===== config.mk =====
export PLATFORM = sky130hd
export DESIGN_NAME = m_serial_sched
export DESIGN_NICKNAME = d
export VERILOG_FILES = /design/src/rtl/m_serial_sched.sv
export SDC_FILE = /design/constraint.sdc
export NUM_CORES = 1
export LEC_CHECK = 0
export ABC_AREA = 1
export BUFFER_PORTS_ARGS = -buffer_cell sky130_fd_sc_hd__buf_2
export CAP_MARGIN = 20
export CORE_MARGIN = 10
export CORE_UTILIZATION = 57
export DETAILED_ROUTE_END_ITERATION = 10
export PLACE_DENSITY = 0.86
export SYNTH_ARGS = -nofsm -noshare
export SYNTH_HDL_FRONTEND = slang
export SYNTH_SLANG_ARGS = --single-unit

===== constraint.sdc =====
create_clock -name w_clk -period 3.5 [get_ports w_clk]
set_clock_uncertainty 0.05 [all_clocks]
set_input_delay 0.7 -clock w_clk [delete_from_list [all_inputs] [get_ports w_clk]]
set_output_delay 0.7 -clock w_clk [all_outputs]
set_load 0.01 [all_outputs]

===== src/rtl/m_serial_sched.sv =====
// Round-robin scheduler wrapped around a bit-serial add/subtract datapath.
// Two ports share one WIDTH-bit shifter; each operation takes WIDTH clocks.
//
// state  | meaning
// -------+----------------------------------------------------------
// S_IDLE | datapath free; a pending request is granted on this edge
// S_RUN  | shifting one sum bit per clock for the latched winner
module m_serial_sched #(
   parameter int WIDTH = 32
) (
   input  logic             w_clk,
   input  logic             w_rst,
   input  logic [1:0]       w_req,
   input  logic [WIDTH-1:0] w_a0,
   input  logic [WIDTH-1:0] w_b0,
   input  logic [WIDTH-1:0] w_a1,
   input  logic [WIDTH-1:0] w_b1,
   input  logic [1:0]       w_sub,
   output logic [1:0]       r_gnt,
   output logic             r_busy,
   output logic [1:0]       r_done,
   output logic [WIDTH-1:0] r_rslt,
   output logic             r_cout
);

   localparam int CW = $clog2(WIDTH) + 1;

   typedef enum logic {S_IDLE, S_RUN} state_t;

   state_t           state_q, state_d;
   logic [WIDTH-1:0] a_q, a_d;
   logic [WIDTH-1:0] b_q, b_d;
   logic             carry_q, carry_d;
   logic [CW-1:0]    cnt_q, cnt_d;
   logic             id_q, id_d;
   logic             last_q, last_d;
   logic [1:0]       gnt_q, gnt_d;
   logic [1:0]       done_q, done_d;
   logic             busy_q, busy_d;
   logic [WIDTH-1:0] rslt_q, rslt_d;
   logic             cout_q, cout_d;

   logic             win;
   logic             sub_sel;
   logic [WIDTH-1:0] b_sel;
   logic             sum_bit;
   logic             maj_bit;

   always_comb begin
      state_d = state_q;
      a_d     = a_q;
      b_d     = b_q;
      carry_d = carry_q;
      cnt_d   = cnt_q;
      id_d    = id_q;
      last_d  = last_q;
      gnt_d   = 2'b00;
      done_d  = 2'b00;
      busy_d  = busy_q;
      rslt_d  = rslt_q;
      cout_d  = cout_q;

      // On a tie the port that was not served last wins.
      win     = (w_req == 2'b11) ? ~last_q : w_req[1];
      sub_sel = win ? w_sub[1] : w_sub[0];
      b_sel   = win ? w_b1 : w_b0;
      sum_bit = a_q[0] ^ b_q[0] ^ carry_q;
      maj_bit = (a_q[0] & b_q[0]) | (a_q[0] & carry_q) | (b_q[0] & carry_q);

      case (state_q)
         S_IDLE: begin
            if (|w_req) begin
               a_d     = win ? w_a1 : w_a0;
               b_d     = sub_sel ? ~b_sel : b_sel;
               carry_d = sub_sel;
               cnt_d   = '0;
               id_d    = win;
               last_d  = win;
               gnt_d   = win ? 2'b10 : 2'b01;
               busy_d  = 1'b1;
               state_d = S_RUN;
            end
         end
         S_RUN: begin
            a_d     = {sum_bit, a_q[WIDTH-1:1]};
            b_d     = {1'b0, b_q[WIDTH-1:1]};
            carry_d = maj_bit;
            cnt_d   = cnt_q + CW'(1);
            if (cnt_q == CW'(WIDTH - 1)) begin
               rslt_d  = {sum_bit, a_q[WIDTH-1:1]};
               cout_d  = maj_bit;
               done_d  = id_q ? 2'b10 : 2'b01;
               busy_d  = 1'b0;
               state_d = S_IDLE;
            end
         end
         default: begin
            state_d = S_IDLE;
            busy_d  = 1'b0;
         end
      endcase
   end

   always_ff @(posedge w_clk) begin
      if (w_rst) begin
         state_q <= S_IDLE;
         a_q     <= '0;
         b_q     <= '0;
         carry_q <= 1'b0;
         cnt_q   <= '0;
         id_q    <= 1'b0;
         last_q  <= 1'b1;
         gnt_q   <= 2'b00;
         done_q  <= 2'b00;
         busy_q  <= 1'b0;
         rslt_q  <= '0;
         cout_q  <= 1'b0;
      end else begin
         state_q <= state_d;
         a_q     <= a_d;
         b_q     <= b_d;
         carry_q <= carry_d;
         cnt_q   <= cnt_d;
         id_q    <= id_d;
         last_q  <= last_d;
         gnt_q   <= gnt_d;
         done_q  <= done_d;
         busy_q  <= busy_d;
         rslt_q  <= rslt_d;
         cout_q  <= cout_d;
      end
   end

   assign r_gnt  = gnt_q;
   assign r_done = done_q;
   assign r_busy = busy_q;
   assign r_rslt = rslt_q;
   assign r_cout = cout_q;

endmodule


Yosys cells after proc, flatten, opt, wreduce, memory -nomap -nowiden
Index checks and enable logic that the tools add are counted.
{ "totals": {"register_bits": 112, "input_bits": 134, "elab_cells": 56} }
{ "op_classes": {"add_sub_neg": 1, "n_eq_ne": 4, "n_mux": 21, "bitwise_logic": 12, "reduce_logical": 6} }
{ "ops": {"columns": ["cell", "count"], "rows": [
  ["two-way mux 32 bit", 5],
  ["case mux 32 bit (2 select lines)", 2],
  ["NOT 32 bit", 1],
  ["case mux 6 bit (2 select lines)", 1],
  ["two-way mux 1 bit", 7],
  ["adder 6 x 1 -> 6 bit, second input constant", 1],
  ["equality test 6 x 5 -> 1 bit, second input constant", 1],
  ["two-way mux 6 bit", 1],
  ["case mux 1 bit (2 select lines)", 3],
  ["AND reduction 2 bit", 3],
  ["OR reduction 3 bit", 2],
  ["two-way mux 2 bit", 2],
  ["NOT 1 bit", 4],
  ["bitwise AND 1 bit", 3],
  ["equality test 2 bit, second input constant", 1],
  ["inequality test 2 x 1 -> 1 bit, second input constant", 1],
  ["inequality test 2 bit, second input constant", 1],
  ["bitwise OR 1 bit", 2],
  ["OR reduction 2 bit", 1],
  ["bitwise XOR 1 bit", 2]
]} }

Depth between registers and ports, before layout
{ "logic_depth": {"ltp_word": 7, "ltp_mapped": 9, "depth_no_buf": 8} }

Worst setup path after synthesis
OpenSTA, ideal clock, no wires.
{ "synth_timing": {"kind": "input-to-reg", "from": "input port w_req[1]", "to": "register b_q[24]", "t_arrival_ns": 1.578, "t_required_ns": 3.381, "path_slack_ns": 1.803, "cell_stages": 8, "path_buffers": 3, "path_cell_list": "buf_6 -> nor2_4 -> nand2_2 -> buf_6 -> buf_6 -> o21ai_0 -> nand2_1 -> o21ai_1"} }
{ "synth_between": {"elab_chain_cells": 7, "elab_cells_between_ends": 10, "classes_between": "eq/ne (2); mux (6); bitwise (1); reduce/logical (1)"} }
{ "synth_lines": {"columns": ["item", "line_no", "text"], "rows": [
  ["start, declared", "13", "input logic [1:0] w_req,"],
  ["equality test 2 bit", "64", "win = (w_req == 2'b11) ? ~last_q : w_req[1];"],
  ["two-way mux 1 bit", "64", null],
  ["two-way mux 32 bit", "66", "b_sel = win ? w_b1 : w_b0;"],
  ["NOT 32 bit", "74", "b_d = sub_sel ? ~b_sel : b_sel;"],
  ["two-way mux 32 bit", "74", null],
  ["two-way mux 32 bit", "72", "if (|w_req) begin"],
  ["case mux 32 bit (2 select lines)", "70", "case (state_q)"],
  ["end signal, assigned", "108", "b_q <= '0;"],
  ["end signal, assigned", "121", "b_q <= b_d;"],
  ["end, declared", "32", "logic [WIDTH-1:0] b_q, b_d;"]
]} }
Parallel ways exist; a longest one is shown, timed or not. The select of a mux whose other input is x is not followed.
A chain may end at the register's enable or synchronous reset.

Worst setup path after layout
{ "layout_timing": {"from": "register state_q", "to": "register done_q[1], in the netlist r_done[1]"} }
{ "layout_between": {"elab_chain_cells": 2} }
{ "layout_lines": {"columns": ["item", "line_no", "text"], "rows": [
  ["start, declared", "30", "state_t state_q, state_d;"],
  ["start signal, assigned", "119", "state_q <= state_d;"],
  ["NOT 1 bit", null, null],
  ["OR reduction 3 bit (no source line)", null, null],
  ["end signal, assigned", "127", "done_q <= done_d;"],
  ["end, declared", "38", "logic [1:0] done_q, done_d;"]
]} }
No other way between the ends.

==> impl_results.md <==
- DR pass1 iterations: 5
- Worst Path Arrival: 2620 ps
- Required @ worst endpoint: 3770 ps
- Worst min path class: register to register
- Run status: finished clean
- Via-to-Cell Ratio: 5.00
- Resized cells post-CTS: 0
- Most numerous cell types in the synthesized netlist: sky130_fd_sc_hd__nand2_1 (387), sky130_fd_sc_hd__inv_1 (136), sky130_fd_sc_hd__dfxtp_1 (112), sky130_fd_sc_hd__nand3_1 (100), sky130_fd_sc_hd__a31oi_1 (33)
- Vias in the first global route: 5637
- Placement row count: 37
- Most used standard cell by instance count after synthesis: sky130_fd_sc_hd__nand2_1
- Max VDD drop: 0.236 mV
- Average detailed-routed wire length per instance: 12.9 µm
- Number of nets with antenna violations after routing: 0
- Maximum level of the CTS H-tree: 3
- FILL cells: 970
- Die area: 0.0152 mm²
- GP Congestion: 0.847
- Maximum Capacitance Violations: 0
- DRC violation count after routing: 0
- Category of the worst setup path capture point: register
- Number of diodes: 0
- Maximum number of pins on one net before global-route repair: 60
- Fraction of registers with async set/reset: 0%
- Root cell of the clock tree: sky130_fd_sc_hd__clkbuf_8
- Syn-to-layout area delta: 15.6%
- TritonCTS clock tree: built
- Worst setup slack before clock tree synthesis: 1080 ps
- Clock slew seen by the registers of the worst setup and hold paths: 120 ps
- Clock buffers created by TritonCTS: 9
- Wire length of the first global-routing pass: 26000 µm
- Slew at the pin with the worst max-slew slack: 1010 ps
- Cell taking the most area after synthesis: sky130_fd_sc_hd__dfxtp_1
- Most instantiated flip-flop cell in the synthesis netlist: sky130_fd_sc_hd__dfxtp_1
- HPWL Detailed: 11500 µm
- Core box area: 0.0103 mm²
- Global routing usage on met1: 26.2%
- Hold Fails Final Rpt: 0
- Normalized max-slew margin: 32.4%
- Final sum of negative setup slack: 0 ps
- Worst hold margin: 370 ps
- Total Power Consumption: 0.00265 W
- Total power divided by cell area: 379 mW/mm²
- Type of the worst setup path: register to register
- Final worst-path cycle share: 67.3%
- Worst-Skew Late Latency: 370 ps
- RSZ-0062 raised after global routing: no
- Final Max Tran Viols: 0
- Antenna violations before repair: 0
- Portion of synthesized cell area occupied by the leading cell type: 37.0%
- Static Leakage: 3.69 nW
- Final critical-path setup slack: 1150 ps
- Worst-case clock buffer depth: 2
- Met2 global-route usage: 33.8%
- Timing-limited maximum frequency: 425 MHz
- Vert. Die Dim: 123 µm
- Die X: 123 µm
- Overall Global Routing Usage: 20.3%
- Starting density of the core: 58.7%
- Ranking of synthesized cells by area: sky130_fd_sc_hd__dfxtp_1 (37%), sky130_fd_sc_hd__nand2_1 (24%), sky130_fd_sc_hd__inv_1 (8.4%)
- Wire length after detailed routing: 15900 µm
- Clock period minus final worst setup slack: 2350 ps
- Share of synthesized area occupied by flip-flops and latches: 37.0%
- Post-Syn Nets: 1104
- Ratio of cells with drive above 1 in the final layout: 19.5%
- Post-synthesis instance area: 0.00606 mm²
- Final layout net count: 1232
- Vias post-DR: 6182
- Setup violation total in the final timing report: 0
- Placed Cells incl. Taps: 1221
- Kind of launch point of the worst setup path: register
- Post-synth cell types: 33
- Initial drt markers: 531
- Critical Path Fanout Max: 36
- Count of hold buffers inserted by post-cts repair: 0
- Most congested layer reported by global routing: met2
- Average instance area after synthesis: 6.26 µm²
- Total number of clock tree sinks: 112
- Synth Register Bits: 112
- GR Overflow Total: 0
- Count of input and output buffers: 171
- Post-CTS setup buffer count: 0
- Total I/O pin count: 172
- Post-route insts no fill: 1237
- Number of flops mapped to enable cells by yosys: 0
- Warnings, synthesis: 0
- Global routing met3 resource utilization: 3.87%
- Number of cells produced by synthesis: 968
-- final timing paths --
| path | from | end | slack (ps) | cells after the start |
|---|---|---|---|---|
| worst max-delay path | state_q | r_done[1] | 1150 | 6 |
| worst min-delay path | id_q | r_done[0] | 370 | 1 |
| worst max register to register | state_q | r_done[1] | 1150 | 6 |
| worst min register to register | id_q | r_done[0] | 370 | 1 |
-- kinds of logic (layout without fill, tap and decap cells) --
logic type / count (synthesis) / count (layout) / synth area share, %
AO/OA/AOI/OAI: 115 / 115 / 10.7
adder cells (fa/ha/maj): 2 / 2 / 0.537
buffers and inverters: 205 / 338 / 14.5
flip-flops: 112 / 112 / 37.0
AND/OR/NAND/NOR: 534 / 534 / 37.2
-- layer usage --
| metal | routed length, µm | vias up |
|---|---|---|
| li1 | - | 3264 |
| met3 | 1110 | 23 |
| met4 | 290 | 0 |
| met5 | 0 | - |
| met2 | 7450 | 194 |
| met1 | 7080 | 2701 |
-- worst max-delay path: stages, from the launching register on --
cell                      delay [ps]
sky130_fd_sc_hd__dfxtp_2         720
sky130_fd_sc_hd__nand3_2         190
sky130_fd_sc_hd__nor2_4          160
sky130_fd_sc_hd__nand3_4         390
sky130_fd_sc_hd__nor2_8          560
sky130_fd_sc_hd__inv_1           110
sky130_fd_sc_hd__nor2_1          110
-- layout make-up --
class	instances	area (µm²)	share of cell area (%)
clock buffer	9	124	1.77
tap	136	170	2.43
sequential	112	2240	32.0
clock inverter	7	70.1	1.00
timing repair buffer	180	923	13.2
multi-input combinational	651	2940	41.9
inverter	142	533	7.61
-- metrics by stage --
step	util [%]	area [µm²]
after global routing	67.8	7000
after detailed placement	65.9	6810
after global placement	65.9	6810
after CTS	67.8	7000
after floorplan	-	6060
final	67.8	7000
-- placed cells by master (no fill, tap or decap), types with 3 or more instances in the layout --
cell type	count
sky130_fd_sc_hd__nand2_1	387
sky130_fd_sc_hd__buf_2	171
sky130_fd_sc_hd__inv_1	136
sky130_fd_sc_hd__dfxtp_1	111
sky130_fd_sc_hd__nand3_1	100
sky130_fd_sc_hd__a31oi_1	33
sky130_fd_sc_hd__nor2_1	24
sky130_fd_sc_hd__o22ai_1	24
sky130_fd_sc_hd__o21ai_1	24
sky130_fd_sc_hd__a21oi_1	17
sky130_fd_sc_hd__o21ai_0	16
sky130_fd_sc_hd__clkbuf_8	9
sky130_fd_sc_hd__buf_4	9
sky130_fd_sc_hd__inv_2	6
sky130_fd_sc_hd__nand3b_1	5
sky130_fd_sc_hd__nand2_2	3
sky130_fd_sc_hd__inv_6	3
-- power breakdown --
part | internal (W) | switching (W)
logic | 0.000190 | 0.000302
registers | 0.00135 | 0.0000462
clock network | 0.000282 | 0.000480
total | 0.00182 | 0.000829
-- registers in the layout, indices dropped and copies added (netlist names) --
signal / cells
a_q: 32
b_q: 32
r_rslt: 32
cnt_q: 6
r_done: 2
r_gnt: 2
carry_q: 1
id_q: 1
last_q: 1
r_busy: 1
r_cout: 1
state_q: 1
Note: power is estimated with default switching activity, not from simulation.
